`src/rtl/cdc_wr_arbiter.sv`:
```
// cdc_wr_arbiter
// Round-robin arbiter that shares the write port of a clock-domain-crossing
// FIFO among N requesters in the write clock domain. One word is staged in
// an output register and tagged {last, id, payload} so the read side can
// demultiplex it. A requester keeps the grant from its first word until the
// word marked last, which keeps multi-word bursts contiguous.
//
// Ports:
//   clk         write-domain clock (same as the FIFO write clock)
//   rst_n       synchronous active-low reset
//   req_valid   per-requester word present
//   req_data    per-requester payload, requester i in [i*W +: W]
//   req_last    per-requester end-of-burst marker
//   req_ack     one-hot accept pulse, combinational in the load cycle
//   fifo_wdata  staged word {last, id, payload}
//   fifo_wput   FIFO write strobe
//   fifo_wrdy   FIFO not full
//   locked      a burst is in progress
//   owner       requester holding the burst lock
module cdc_wr_arbiter #(
  parameter int N   = 4,
  parameter int W   = 8,
  parameter int IDW = $clog2(N)
) (
  input  logic             clk,
  input  logic             rst_n,
  input  logic [N-1:0]     req_valid,
  input  logic [N*W-1:0]   req_data,
  input  logic [N-1:0]     req_last,
  output logic [N-1:0]     req_ack,
  output logic [W+IDW:0]   fifo_wdata,
  output logic             fifo_wput,
  input  logic             fifo_wrdy,
  output logic             locked,
  output logic [IDW-1:0]   owner
);

  logic           out_valid;
  logic [IDW-1:0] rr_ptr;

  logic           load_en;
  logic           load;
  logic           found;
  logic [IDW-1:0] grant_id;
  logic [IDW-1:0] next_ptr;
  logic [W-1:0]   grant_data;
  logic           grant_last;

  // Reset gates the strobe so a staged word is discarded rather than
  // written during the reset cycle.
  assign fifo_wput = rst_n & out_valid & fifo_wrdy;

  // The register can take a new word when it is empty or is being drained
  // this very cycle, which gives back-to-back transfers.
  assign load_en = !out_valid | fifo_wput;

  assign load = rst_n & load_en & found;

  // While locked only the owner may be granted, even if it has dropped
  // valid; otherwise search upward from rr_ptr, wrapping modulo N.
  always_comb begin
    logic [IDW:0]   sum;
    logic [IDW-1:0] idx;
    found    = 1'b0;
    grant_id = '0;
    sum      = '0;
    idx      = '0;
    if (locked) begin
      found    = req_valid[owner];
      grant_id = owner;
    end else begin
      for (int k = 0; k < N; k++) begin
        sum = {1'b0, rr_ptr} + (IDW+1)'(k);
        if (sum >= (IDW+1)'(N)) begin
          sum = sum - (IDW+1)'(N);
        end
        idx = sum[IDW-1:0];
        if (!found && req_valid[idx]) begin
          found    = 1'b1;
          grant_id = idx;
        end
      end
    end
  end

  // Mux out the granted requester's payload and last flag, and form the
  // one-hot ack.
  always_comb begin
    grant_data = '0;
    grant_last = 1'b0;
    req_ack    = '0;
    for (int i = 0; i < N; i++) begin
      if (grant_id == IDW'(i)) begin
        grant_data = req_data[i*W +: W];
        grant_last = req_last[i];
        req_ack[i] = load;
      end
    end
  end

  assign next_ptr = (grant_id == IDW'(N-1)) ? '0 : grant_id + IDW'(1);

  always_ff @(posedge clk) begin
    if (!rst_n) begin
      out_valid  <= 1'b0;
      rr_ptr     <= '0;
      locked     <= 1'b0;
      owner      <= '0;
      fifo_wdata <= '0;
    end else begin
      if (load) begin
        fifo_wdata <= {grant_last, grant_id, grant_data};
        out_valid  <= 1'b1;
        if (grant_last) begin
          locked <= 1'b0;
          rr_ptr <= next_ptr;
        end else begin
          locked <= 1'b1;
          owner  <= grant_id;
        end
      end else if (fifo_wput) begin
        out_valid <= 1'b0;
      end
    end
  end

endmodule

```
`config.mk`:
```
export PLATFORM = sky130hd
export DESIGN_NAME = cdc_wr_arbiter
export DESIGN_NICKNAME = d
export VERILOG_FILES = /design/src/rtl/cdc_wr_arbiter.sv
export SDC_FILE = /design/constraint.sdc
export NUM_CORES = 1
export LEC_CHECK = 0
export ABC_AREA = 1
export BUFFER_PORTS_ARGS = -buffer_cell sky130_fd_sc_hd__buf_2
export CELL_PAD_IN_SITES_DETAIL_PLACEMENT = 1
export CELL_PAD_IN_SITES_GLOBAL_PLACEMENT = 1
export CORE_MARGIN = 10
export CORE_UTILIZATION = 31
export CTS_CLUSTER_DIAMETER = 120
export CTS_CLUSTER_SIZE = 40
export DETAILED_ROUTE_END_ITERATION = 8
export PLACE_DENSITY_LB_ADDON = 0.15
export SYNTH_ARGS = -nofsm -noshare
export SYNTH_HDL_FRONTEND = slang
export SYNTH_SLANG_ARGS = --single-unit
```
`constraint.sdc`:
```
create_clock -name clk -period 2.91 [get_ports clk]
set_input_delay 0.1455 -clock clk [delete_from_list [all_inputs] [get_ports clk]]
set_output_delay 0.1455 -clock clk [all_outputs]
set_load 0.02 [all_outputs]
```
Yosys cells after proc, flatten, opt, wreduce, memory -nomap -nowiden
Index checks and enable logic that the tools add are counted.

Input port bits: 43. Output and inout bits: 19. Flip-flop bits (word level): 17. Logic and storage cells: 89.

Add/subtract/negate cells: 8. Equality and inequality tests: 3. Reduce and logical (&&, ||, !) cells: 11. Multiplexer cells: 47. Bitwise operators: 6. Magnitude comparators: 9.

Operators by type and width (number): 8-bit 2-to-1 mux (4); 2-bit 2-to-1 mux (14); 1-bit 2-to-1 mux (24); 2-bit by 3-bit less-than comparator with 1-bit output (second input constant) (5); 1-bit binary-select mux with 2-bit select (5); 3-bit greater-or-equal comparator (second input constant) (3); 2-bit by 1-bit subtractor with 2-bit output (second input constant) (4); 2-bit by 2-bit adder with 3-bit output (second input constant) (2); 1-bit AND (4); 2-bit equality test (second input constant) (2); 1-bit logical NOT (4); 2-bit AND reduction (2); 2-bit by 1-bit adder with 3-bit output (second input constant) (1); 2-bit by 3-bit greater-or-equal comparator with 1-bit output (second input constant) (1); 1-bit logical AND (3); 2-bit by 1-bit adder with 2-bit output (second input constant) (1); 2-bit by 1-bit equality test with 1-bit output (second input constant) (1); 2-bit logical NOT (1); 2-bit nonzero test (1); 1-bit NOT (1); 1-bit bitwise OR (1).

Depth between registers and ports, before layout
Gate-level depths: netlist (run 1).

Depth after elaboration: 26. Depth in mapped cells: 25. Gate-level depth less buffers: 24.

Least setup slack after synthesis (run 1)
Ideal clock, no wire load.

Path type: register -> register. Start point: reg rr_ptr[0]. End point: reg rr_ptr[0]. Arrival: 2.335 ns. Slack: 0.462 ns. Setup time: 0.113 ns. Required time: 2.797 ns. Path buffers: 1. Cell stages (with the launch flop): 21. Period minus slack after synthesis: 2.448 ns. Cells stage by stage: dfxtp_1 buf_6 inv_8 nand2_2 nand3_1 nand2_2 nor2_8 nand2_1 nor2_1 nor2_1 nand2_2 inv_1 ha_1 nor2_1 nand2_1 nand2_1 nand2_1 nand2_1 nand4_1 nor2_1 nor2_1.

Elaborated cells on any way between the ends: 58. Those cells by class: add/sub (8); order compare (4); eq/ne (3); mux (34); bitwise (1); reduce/logical (8).

RTL lines: start: declaration (RTL line 39) `logic [IDW-1:0] rr_ptr;`; start signal: assignment (RTL line 116) `rr_ptr <= next_ptr;`; 2-bit by 3-bit greater-or-equal comparator with 1-bit output or 2-bit by 1-bit subtractor with 2-bit output (tied branches) (RTL line 74, 75); 2-bit 2-to-1 mux (RTL line 74) `if (sum >= (IDW+1)'(N)) begin`; 2-bit 2-to-1 mux (RTL line 68) `if (locked) begin`; 1-bit binary-select mux with 2-bit select (RTL line 78) `if (!found && req_valid[idx]) begin`; 1-bit 2-to-1 mux (not written as such) (RTL line 78); 1-bit 2-to-1 mux (RTL line 78); 1-bit 2-to-1 mux (RTL line 68); 1-bit logical NOT (RTL line 78); [6 not listed]; 1-bit 2-to-1 mux (RTL line 68); 1-bit logical NOT (RTL line 78); 1-bit logical AND (RTL line 78); 2-bit 2-to-1 mux * (RTL line 78); 2-bit 2-to-1 mux * (RTL line 68); 2-bit by 1-bit adder with 2-bit output or 2-bit equality test (tied branches) (RTL line 101) `assign next_ptr = (grant_id == IDW'(N-1)) ? '0 : grant_id + IDW'(1);`; 2-bit 2-to-1 mux * (RTL line 101); named net next_ptr[0] (RTL line 45) `logic [IDW-1:0] next_ptr;`.

Mark *: on every way through the listed nets, which the timed path passes. The rest lies on a longest branch. The select of a mux whose other input is x is not followed. A chain may end at the register's enable or synchronous reset.

Final worst setup path (run 1)
Start point: reg rr_ptr[0]. End point: reg locked.

Longest elaborated chain between the ends: 25. Elaborated cells on any way between the ends: 56. Those cells by class: add/sub (7); order compare (4); eq/ne (3); mux (34); bitwise (1); reduce/logical (7).

Ends and longest elaborated chain: 2-bit by 3-bit greater-or-equal comparator with 1-bit output or 2-bit by 1-bit subtractor with 2-bit output (tied branches) (RTL line 74, 75); 2-bit 2-to-1 mux (RTL line 74); 2-bit 2-to-1 mux (RTL line 68); 1-bit binary-select mux with 2-bit select (RTL line 78); 1-bit 2-to-1 mux (not written as such) (RTL line 78); 1-bit 2-to-1 mux (RTL line 78); 1-bit 2-to-1 mux (RTL line 68); 1-bit logical NOT (RTL line 78); [8 not listed]; 1-bit logical AND (RTL line 78); 2-bit 2-to-1 mux * (RTL line 78); 2-bit 2-to-1 mux * (RTL line 68); named net grant_id[0] (RTL line 44) `logic [IDW-1:0] grant_id;`; 2-bit logical NOT (RTL line 93) `if (grant_id == IDW'(i)) begin`; 1-bit 2-to-1 mux (3 in series) (RTL line 93); 1-bit 2-to-1 mux * (RTL line 93); 1-bit 2-to-1 mux * (RTL line 114) `if (grant_last) begin`; end signal: assignment (RTL line 107) `locked <= 1'b0;`; end signal: assignment (RTL line 115) `locked <= 1'b0;`; end signal: assignment (RTL line 118) `locked <= 1'b1;`; end: declaration (RTL line 34) `output logic locked,`.

Marks and branches as above.

==> reports/qor.csv, run 1 <==
metric;value;unit
max-slew-margin-rel;75.8;%
cp-end-kind;flip-flop;
core-area;4440;um^2
setup_viol;0;
cts_tree;yes;
synth_simple_gate_area_share;44.2;%
path_max_fanout;10;
rows;24;
design_area;1900;um^2
drc;0;
cap_violations;0;
wl;4910;um
synth_cell_types;21;
place_congestion;0.793;
status;completed;
holdCritStartpoint;rst_n;
synth_compound_area_share;17.4;%
clock_latency;250;ps
r2r_start;rr_ptr[0];
fmax;374;MHz
hold_path_class;primary input to flip-flop;
fin_ws;239;ps
yosysSeqAreaShare;23.5;%
first_iter_violations;46;
die_h;88.4;um
hold-worst-slack;177;ps
cts_buffer_depth;2;
ctsHoldBuffers;0;
io_pins;62;
yosys.area.top_type_share;23.8;%
numCtsBuffers;3;
clock-skew-final;1.34;ps
clk_pin_slew_worst_paths;70;ps
syn_inst;242;
power.switching;0.00159;W
vias;1638;
antenna_found_initial;0;
fin_crit_sh;91.8;%
synth_top_area_cell;nand2_1;
rrSetupSlack;240;ps
path_class;flip-flop to flip-flop;
first_pass_iters;4;
synth-warning-count;0;
final-instance-count-excl-fill;359;
synth_area_leaders;nand2_1 24%, dfxtp_1 23%, o21ai_0 6.2%;
clockPowerShare;6.4;%
finalCriticalPeriod;2670;ps
wl_per_cell;13.7;um
clkSinkCount;17;
diodes;0;
start_util;32.6;%
hpwlAfterDp;4170;um
synth_fa_ha_area_share;3.45;%
drive_above_1_share;36.2;%
cp-endpoint;locked;
syn_nets;289;
ys_ff_latch;17;
leakagePower;1.02;nW
portBuffers;61;
synth_xor_area_share;0;%
worst_pin_slew;362;ps
start_kind;flip-flop;
grt_pass1_wl;7870;um
r2r_end;locked;
pwr-share-seq;14.0;%
grt_pass1_vias;1674;
grtUsageTotal;12.3;%
layout.nets;355;
ir_drop;711;uV
place_area;1830;um^2
viasPerCell;4.56;
nFillCells;641;
final_antenna_net_count;0;
p_comb_share;79.6;%
worstPathRequired;3100;ps
synth_mux_area_share;0;%
power.share.switching;55.2;%
synth_top_family_by_area;simple AND/OR/NAND/NOR gates;
htree_levels;1;
grt_overflow;0;
power.density;1520;nW/um^2
setup_tns;0;ps
netlist_area;1450;um^2
clockRootBuffer;clkbuf_8;
cp-startpoint;rr_ptr[0];
syn-mean-instance-area;5.99;um^2
p_int;0.00129;W
grt_max_degree;18;
fp.dieArea;7810;um^2
die_w;88.4;um
arrival;2860;ps
place_inst;354;
syn2layout_area_growth;30.8;%
drv_slew;0;
r2r_cells;21;
finalHoldViolations;0;
pre_cts_ws;174;ps
==> cells in the mapped netlist (all sizes together) <==
library cell	count
a21oi	23
buf	4
clkbuf	4
dfxtp	17
ha	4
inv	28
nand2	104
nand3	12
nand4	2
nor2	25
o21ai	19
==> worst max-delay path: stages (launching register included) <==
cell and delay (ps):
dfxtp_1 310, buf_4 150, inv_8 80, nand2_2 50
nand3_1 100, nand2_2 120, nor2_8 160, nand2_1 70
nor2_1 90, nor2_1 60, nand2_2 110, inv_1 90
ha_2 210, buf_12 140, a21oi_1 120, nand2_1 60
nand2_1 50, nand2_1 60, inv_1 50, nand4_1 180
buf_4 220, a21oi_2 120
==> through the flow <==
step | utilization, % | power [W]
final | 42.7 | 0.00288
after global routing | 42.7 | 0.00322
after CTS | 42.2 | 0.00287
after detailed placement | 41.2 | 0.00268
after global placement | 41.2 | 0.00266
after floorplan | - | 0.00201
==> routing by layer <==
metal / up-vias / global-route usage, % / routed length, um / share of wire [%]
li1: 883 / - / - / -
met1: 709 / 17.3 / 2570 / 52
met2: 42 / 17.6 / 1980 / 40
met3: 4 / 4.23 / 330 / 6.7
met4: 0 / 2.20 / 33 / 0.67
met5: - / 0 / 0 / 0
==> state kept, by name, indices dropped and copies added (netlist names) <==
signal / cells
locked: 1
fifo_wdata: 11
owner: 2
out_valid: 1
rr_ptr: 2
==> logic make-up (layout without fill, tap and decap cells) <==
kind of cell | after synthesis | count (layout)
and+or+nand+nor | 143 | 143
AOI/OAI and AO/OA | 42 | 42
buffers and inverters | 36 | 101
DFF | 17 | 17
adders and majority gates | 4 | 4
==> worst min-delay path by stage <==
| stage | slack [ps] | end | cells past startpoint |
|---|---|---|---|
| final | 180 | rr_ptr[1] | 3 |
| after global routing | 200 | fifo_wdata[8] | 3 |
| after CTS | 190 | rr_ptr[1] | 3 |
| after detailed placement | 460 | rr_ptr[1] | 3 |
| after global placement | 450 | rr_ptr[1] | 3 |
| after floorplan | 270 | rr_ptr[0] | 2 |
==> repair_timing <==
item                       CTS  global route
gates resized for setup      0             5
setup buffers                0             1
setup endpoints to repair    0            12
==> power by group through the flow <==
stage                     Sequential, W  Clock, W  Combinational, W
after detailed placement       0.000408         0           0.00227
after floorplan                0.000494         0           0.00151
final                          0.000404  0.000183           0.00229
after global placement         0.000407         0           0.00226
after global routing           0.000420  0.000200           0.00260
after CTS                      0.000404  0.000186           0.00228
==> cells in the final DEF (no fill, tap or decap) <==
| master | synthesis | layout |
|---|---|---|
| a21oi_1 | 13 | 13 |
| a21oi_2 | 10 | 10 |
| buf_12 | 0 | 1 |
| buf_2 | 1 | 61 |
| buf_4 | 0 | 7 |
| clkbuf_8 | 0 | 3 |
| clkinv_2 | 0 | 1 |
| dfxtp_1 | 17 | 16 |
| dfxtp_2 | 0 | 1 |
| ha_1 | 4 | 3 |
| ha_2 | 0 | 1 |
| inv_1 | 23 | 23 |
| inv_2 | 4 | 4 |
| inv_8 | 1 | 1 |
| nand2_1 | 92 | 91 |
| nand2_2 | 12 | 13 |
| nand3_1 | 10 | 9 |
| nand3_2 | 0 | 1 |
| nand3_4 | 2 | 2 |
| nand4_1 | 2 | 2 |
| nor2_1 | 21 | 21 |
| nor2_2 | 2 | 2 |
| nor2_4 | 1 | 1 |
| nor2_8 | 1 | 1 |
| o21ai_0 | 18 | 17 |
| o21ai_1 | 0 | 1 |
| o21ai_2 | 1 | 1 |
==> cell type report <==
class	instances	area, um^2	area share, %
clock buffer	3	41.3	2.18
clock inverter	1	5.00	0.264
inverter	28	113	5.94
multi-input combinational	189	952	50.2
sequential	17	342	18.0
tap	52	65.1	3.43
timing repair buffer	69	378	19.9
(Power assumes the default switching activity.)
==> run 2, diff against run 1 <==
- ABC_AREA: 1 -> unset
- CORE_UTILIZATION: 31 -> 30
==> run 2 against run 1 <==
Effect of this change: count of clock-buffer cells in the layout is the same; largest power group unchanged; non-clock buffer count shrank 2; sequential power shrank 13%; highest routed layer unchanged; routed wire length shrank 15%.
==> reports/qor.csv, run 2 <==
metric;value;unit;change
grt_pass1_vias;1449;;-13%
path_class;flip-flop to flip-flop;;
fp.dieArea;6700;um^2;-14%
power.switching;0.000616;W;-61%
place_congestion;0.794;;+0.14%
largestRegisters;fifo_wdata (11), owner (2), rr_ptr (2);;
clock-skew-final;3.30;ps;+1.96 ps
largest_reg_flops;11;;unchanged
clk_pin_slew_worst_paths;70;ps;about the same
viasPerCell;5.25;;+15%
core-area;3690;um^2;-17%
cts_buffer_depth;2;;unchanged
layout.nets;253;;-29%
hpwlAfterDp;3460;um;-17%
hold_path_class;primary input to flip-flop;;
die_h;81.9;um;-7.3%
rows;22;;-8.3%
rrSetupSlack;360;ps;+120 ps
drv_slew;0;;unchanged
rsz0062_at_grt;false;;
postCtsSetupRepairBufs;0;;unchanged
final_common_cell;buf_2;;
multi_input_area;737;um^2;-23%
final_cell_mix;61 x buf_2, 17 x a21oi_1, 17 x dfxtp_1;;
clockRootBuffer;clkbuf_8;;
setup_viol;0;;unchanged
cap_violations;0;;unchanged
vias;1327;;-19%
cp-startpoint;rr_ptr[1];;
min_to;out_valid;;
ys_ff_latch;17;;unchanged
portBuffers;61;;unchanged
numCtsBuffers;3;;unchanged
clock_latency;260;ps;about the same
drc;0;;unchanged
finalHoldViolations;0;;unchanged
leakagePower;0.728;nW;-29%
syn2layout_area_growth;35.1;%;
first_pass_iters;4;;unchanged
synth_area_leaders;dfxtp_1 30%, a21oi_1 7.8%, a221oi_1 6.1%;;
drive_above_1_share;37.1;%;+0.92 points
grt_overflow;0;;unchanged
max-slew-margin-rel;63.2;%;-13 points
ir_drop;282;uV;-60%
p_int;0.000727;W;-44%
hold_depth;2;;-1
p_comb_share;59.8;%;-20 points
netlist_area;1150;um^2;-21%
syn_nets;192;;-34%
antenna_found_initial;0;;unchanged
pwr-share-seq;26.1;%;+12 points
syn-mean-instance-area;7.92;um^2;+32%
final_antenna_net_count;0;;unchanged
yosysSeqAreaShare;29.6;%;+6.1 points
grtUsageTotal;12.9;%;+0.58 points
worstPathRequired;3070;ps;-30 ps
clkSinkCount;17;;unchanged
finalCriticalPeriod;2550;ps;-118 ps
regMostFlops;fifo_wdata;;
power.density;865;nW/um^2;-43%
path_max_fanout;6;;-4
synth-warning-count;0;;unchanged
finalPower;0.00134;W;-53%
power.share.switching;45.9;%;-9.4 points
nFillCells;492;;-23%
r2r_end;rr_ptr[1];;
fmax;392;MHz;+4.6%
io_pins;62;;unchanged
yosys.area.top_type_share;29.6;%;+5.8 points
holdCritStartpoint;fifo_wrdy;;
synthTopCellsByCount;18 x a21oi_1, 17 x dfxtp_1, 13 x o21ai_0, 11 x nor2b_1, 10 x nand2_1;;
grt_max_degree;22;;+4
status;completed;;
synthFlopType;dfxtp_1;;
wl;4180;um;-15%
worst_pin_slew;553;ps;+190 ps
clockPowerShare;14.1;%;+7.7 points
async_flop_share;0;%;unchanged
die_w;81.9;um;-7.3%
setup_tns;0;ps;unchanged
r2r_cells;10;;-52%
grt_pass1_wl;6820;um;-13%
syn_inst;145;;-40%
r2r_start;rr_ptr[1];;
htree_levels;1;;unchanged
start_kind;flip-flop;;
fin_crit_sh;87.7;%;-4.1 points
arrival;2710;ps;-150 ps
cp-end-kind;flip-flop;;
synth_edf_count;0;;unchanged
first_iter_violations;47;;+2.2%
yosysMostFrequentCell;a21oi_1;;
synth_cell_types;38;;+81%
cts_tree;yes;;
wl_per_cell;16.5;um;+21%
start_util;31.1;%;-1.5 points
synth_top_area_cell;dfxtp_1;;
seq_area;340;um^2;-0.37%
diodes;0;;unchanged
## run 2: cell count changes in the layout (fill, tap and decap cells not counted), sizes merged, moves of 8 or more
cell    change
nor3        +9
nand2      -93
nor2b      +11
a221oi      +8
nor2       -20
inv        -24
nand3      -11
## run 2: timing repair
item | in CTS | in global routing
hold buffers | 0 | 0
setup endpoints to repair | 0 | 2
gates resized for setup | 0 | 1
## run 2: metal layers
metal  global-route usage (%)  vias up  part of all wire (%)
met5                        0        -                     0
met4                     4.59        0                   3.2
met3                     4.37       13                   5.3
met2                     23.0       36                    52
met1                     13.7      629                    39
li1                         -      649                     -
## run 2: cell type report
cell class | instances | share of cell area (%)
clock buffers | 3 | 2.66
clock inverters | 1 | 0.484
inverters | 4 | 0.968
multi-input cells | 113 | 47.5
flip-flops and latches | 17 | 21.9
well taps | 48 | 3.87
repair buffers | 67 | 22.6
## run 2: worst max-delay path: stages (launching register included)
cell,delay (ps)
dfxtp_1,420
and4bb_2,260
a211oi_1,380
a211oi_4,140
inv_1,120
ha_1,190
nor2b_1,190
a22oi_1,100
a21oi_2,320
nand2_4,90
a31o_1,230
## run 2: through the flow
step                      instance area [um^2]  utilization (%)  worst slack (ps)  std cells  hold WS (ps)
after global placement                    1500             40.6               381        249           362
after global routing                      1550             42.1              95.9        253           108
after CTS                                 1550             42.0               187        253           101
after detailed placement                  1500             40.6               190        249           378
after floorplan                           1150                -               256        145           256
final                                     1550             42.1               357        253          96.8
## run 2: cells by family after synthesis
group | synth area share, %
multiplexers | 4.36
adder cells (fa/ha/maj) | 4.36
AND/OR/NAND/NOR | 25.6
buffers and inverters | 6.53
flip-flops | 29.6
AO/OA/AOI/OAI | 29.5
## run 2: worst max path at each step
stage,slack [ps],endpoint,cells after the start
after CTS,190,rr_ptr[1],10
after global routing,100,rr_ptr[1],10
after detailed placement,190,owner[0],10
after floorplan,260,rr_ptr[1],11
after global placement,380,rr_ptr[1],10
final,360,rr_ptr[1],10
## run 2: power groups by stage
stage | Combinational (W) | Sequential, W | Clock, W
after detailed placement | 0.000808 | 0.000354 | 0
after CTS | 0.000812 | 0.000349 | 0.000195
after floorplan | 0.000506 | 0.000403 | 0
after global placement | 0.000787 | 0.000350 | 0
final | 0.000803 | 0.000350 | 0.000189
after global routing | 0.000903 | 0.000361 | 0.000210
==> run 3, diff against run 2 <==
- clock period: 2.91 -> 2.65 ns (I/O delays scaled with it)
==> run 3 against run 2 <==
Effect of this change: critical path depth rose by 1; maximum frequency grew 4.7%; cell area up 1.8%; non-clock buffer count up 1; critical path type unchanged.
==> reports/qor.csv, run 3 (synthesis gave the netlist of run 2 again) <==
metric;value;unit;change
cts_buffer_depth;2;;unchanged
clk_pin_slew_worst_paths;70;ps;about the same
final_antenna_net_count;0;;unchanged
place_area;1500;um^2;+0.25%
pre_cts_ws;144;ps;-46.5 ps
wl;4200;um;+0.48%
path_max_fanout;7;;+1
hold_depth;2;;unchanged
min_to;out_valid;;
start_kind;flip-flop;;
viasPerCell;5.17;;-1.4%
cts_tree;yes;;
fmax;410;MHz;+4.7%
final_cell_mix;61 x buf_2, 17 x a21oi_1, 15 x dfxtp_1;;
die_w;81.9;um;unchanged
regMostFlops;fifo_wdata;;
hpwlAfterDp;3470;um;+0.56%
design_area;1580;um^2;+1.8%
numCtsBuffers;3;;unchanged
rsz0062_at_grt;false;;
place_congestion;0.794;;about the same
worstPathRequired;2790;ps;-280 ps
htree_levels;1;;unchanged
arrival;2580;ps;-130 ps
first_pass_iters;4;;unchanged
diodes;0;;unchanged
vias;1314;;-0.98%
clockRootBuffer;clkbuf_8;;
worst_pin_slew;633;ps;+80.0 ps
drive_above_1_share;40.3;%;+3.2 points
wl_per_cell;16.5;um;about the same
cp-end-kind;flip-flop;;
fin_crit_sh;92.0;%;+4.3 points
fp.dieArea;6700;um^2;unchanged
rows;22;;unchanged
largestRegisters;fifo_wdata (11), owner (2), rr_ptr (2);;
clock-skew-final;0.471;ps;-2.83 ps
grt_pass1_vias;1427;;-1.5%
path_class;flip-flop to flip-flop;;
finalHoldViolations;0;;unchanged
power.density;956;nW/um^2;+10%
syn2layout_area_growth;37.5;%;
first_iter_violations;28;;-40%
holdCritStartpoint;fifo_wrdy;;
r2r_cells;11;;+1
grt_pass1_wl;6780;um;-0.62%
finalCriticalPeriod;2440;ps;-114 ps
io_pins;62;;unchanged
leakagePower;0.741;nW;+1.8%
grtUsageTotal;12.7;%;-0.19 points
setup_viol;0;;unchanged
layout.nets;254;;+0.40%
start_util;31.1;%;unchanged
r2r_end;fifo_wdata[3];;
drv_slew;0;;unchanged
drc;0;;unchanged
rrSetupSlack;210;ps;-150 ps
max-slew-margin-rel;57.8;%;-5.3 points
portBuffers;61;;unchanged
ir_drop;340;uV;+21%
clock_latency;250;ps;about the same
antenna_found_initial;0;;unchanged
clkSinkCount;17;;unchanged
cap_violations;0;;unchanged
grt_max_degree;22;;unchanged
r2r_start;rr_ptr[1];;
die_h;81.9;um;unchanged
setup_tns;0;ps;unchanged
grt_overflow;0;;unchanged
core-area;3690;um^2;unchanged
final-instance-count-excl-fill;254;;+0.40%
status;completed;;
largest_reg_flops;11;;unchanged
hold_path_class;primary input to flip-flop;;
final_common_cell;buf_2;;
place_inst;249;;unchanged
fin_ws;211;ps;-146 ps
ctsHoldBuffers;0;;unchanged
-- run 3: cell types whose count changed in the layout (fill, tap and decap cells not counted), sizes merged --
| cell | delta |
|---|---|
| clkinv | +1 |
| clkinvlp | -1 |
| buf | +1 |
-- run 3: critical path, stage by stage, from the launching register on --
cell and delay [ps]:
dfxtp_2 370, and4bb_2 250, o21a_1 220, a211oi_4 230, inv_1 120, ha_1 220, nor2b_1 160, buf_4 160
a221oi_1 260, nor3_1 90, a21oi_1 170, a21oi_1 90
-- run 3: worst max path at each step --
stage              start       endpoint  slack (ps)  cells after the start
6_report       rr_ptr[1]  fifo_wdata[3]         210                     11
5_1_grt        rr_ptr[1]  fifo_wdata[6]          30                     11
4_1_cts        rr_ptr[1]      rr_ptr[1]         120                     10
3_5_place_dp   rr_ptr[1]  fifo_wdata[7]         140                     11
3_3_place_gp   rr_ptr[1]  fifo_wdata[7]         240                     11
2_1_floorplan     locked      rr_ptr[1]         120                     11
-- run 3: power breakdown --
group          internal [W]  total [W]  switching, W
combinational      0.000393   0.000920      0.000527
sequential         0.000327   0.000387     0.0000598
clock              0.000104   0.000202     0.0000972
-- run 3: area by class of cell --
type | count | area, um^2
well taps | 48 | 60.1
flip-flops and latches | 17 | 343
repair buffers | 68 | 358
clock inverters | 1 | 5.00
inverters | 4 | 15.0
multi-input cells | 113 | 757
clock buffers | 3 | 41.3
fillers | 482 | 2110
-- run 3: stage by stage --
stage	power, W	utilization [%]	hold slack (ps)
after floorplan	0.00101	-	243
after global placement	0.00126	40.7	349
after detailed placement	0.00128	40.7	362
after CTS	0.00149	42.0	85.3
after global routing	0.00164	42.8	82.5
final	0.00151	42.8	86.0
-- run 3: what timing repair did --
item | 4_1_cts | 5_1_grt
gates resized for setup | 0 | 7
setup buffers | 0 | 1
setup endpoints to repair | 0 | 13
-- run 3: routing by layer --
metal | share of wire, % | track usage (%) | wire length [um]
met4 | 1.0 | 2.72 | 42
met1 | 38 | 13.1 | 1610
met2 | 53 | 23.7 | 2240
met5 | 0 | 0 | 0
met3 | 7.4 | 4.59 | 309
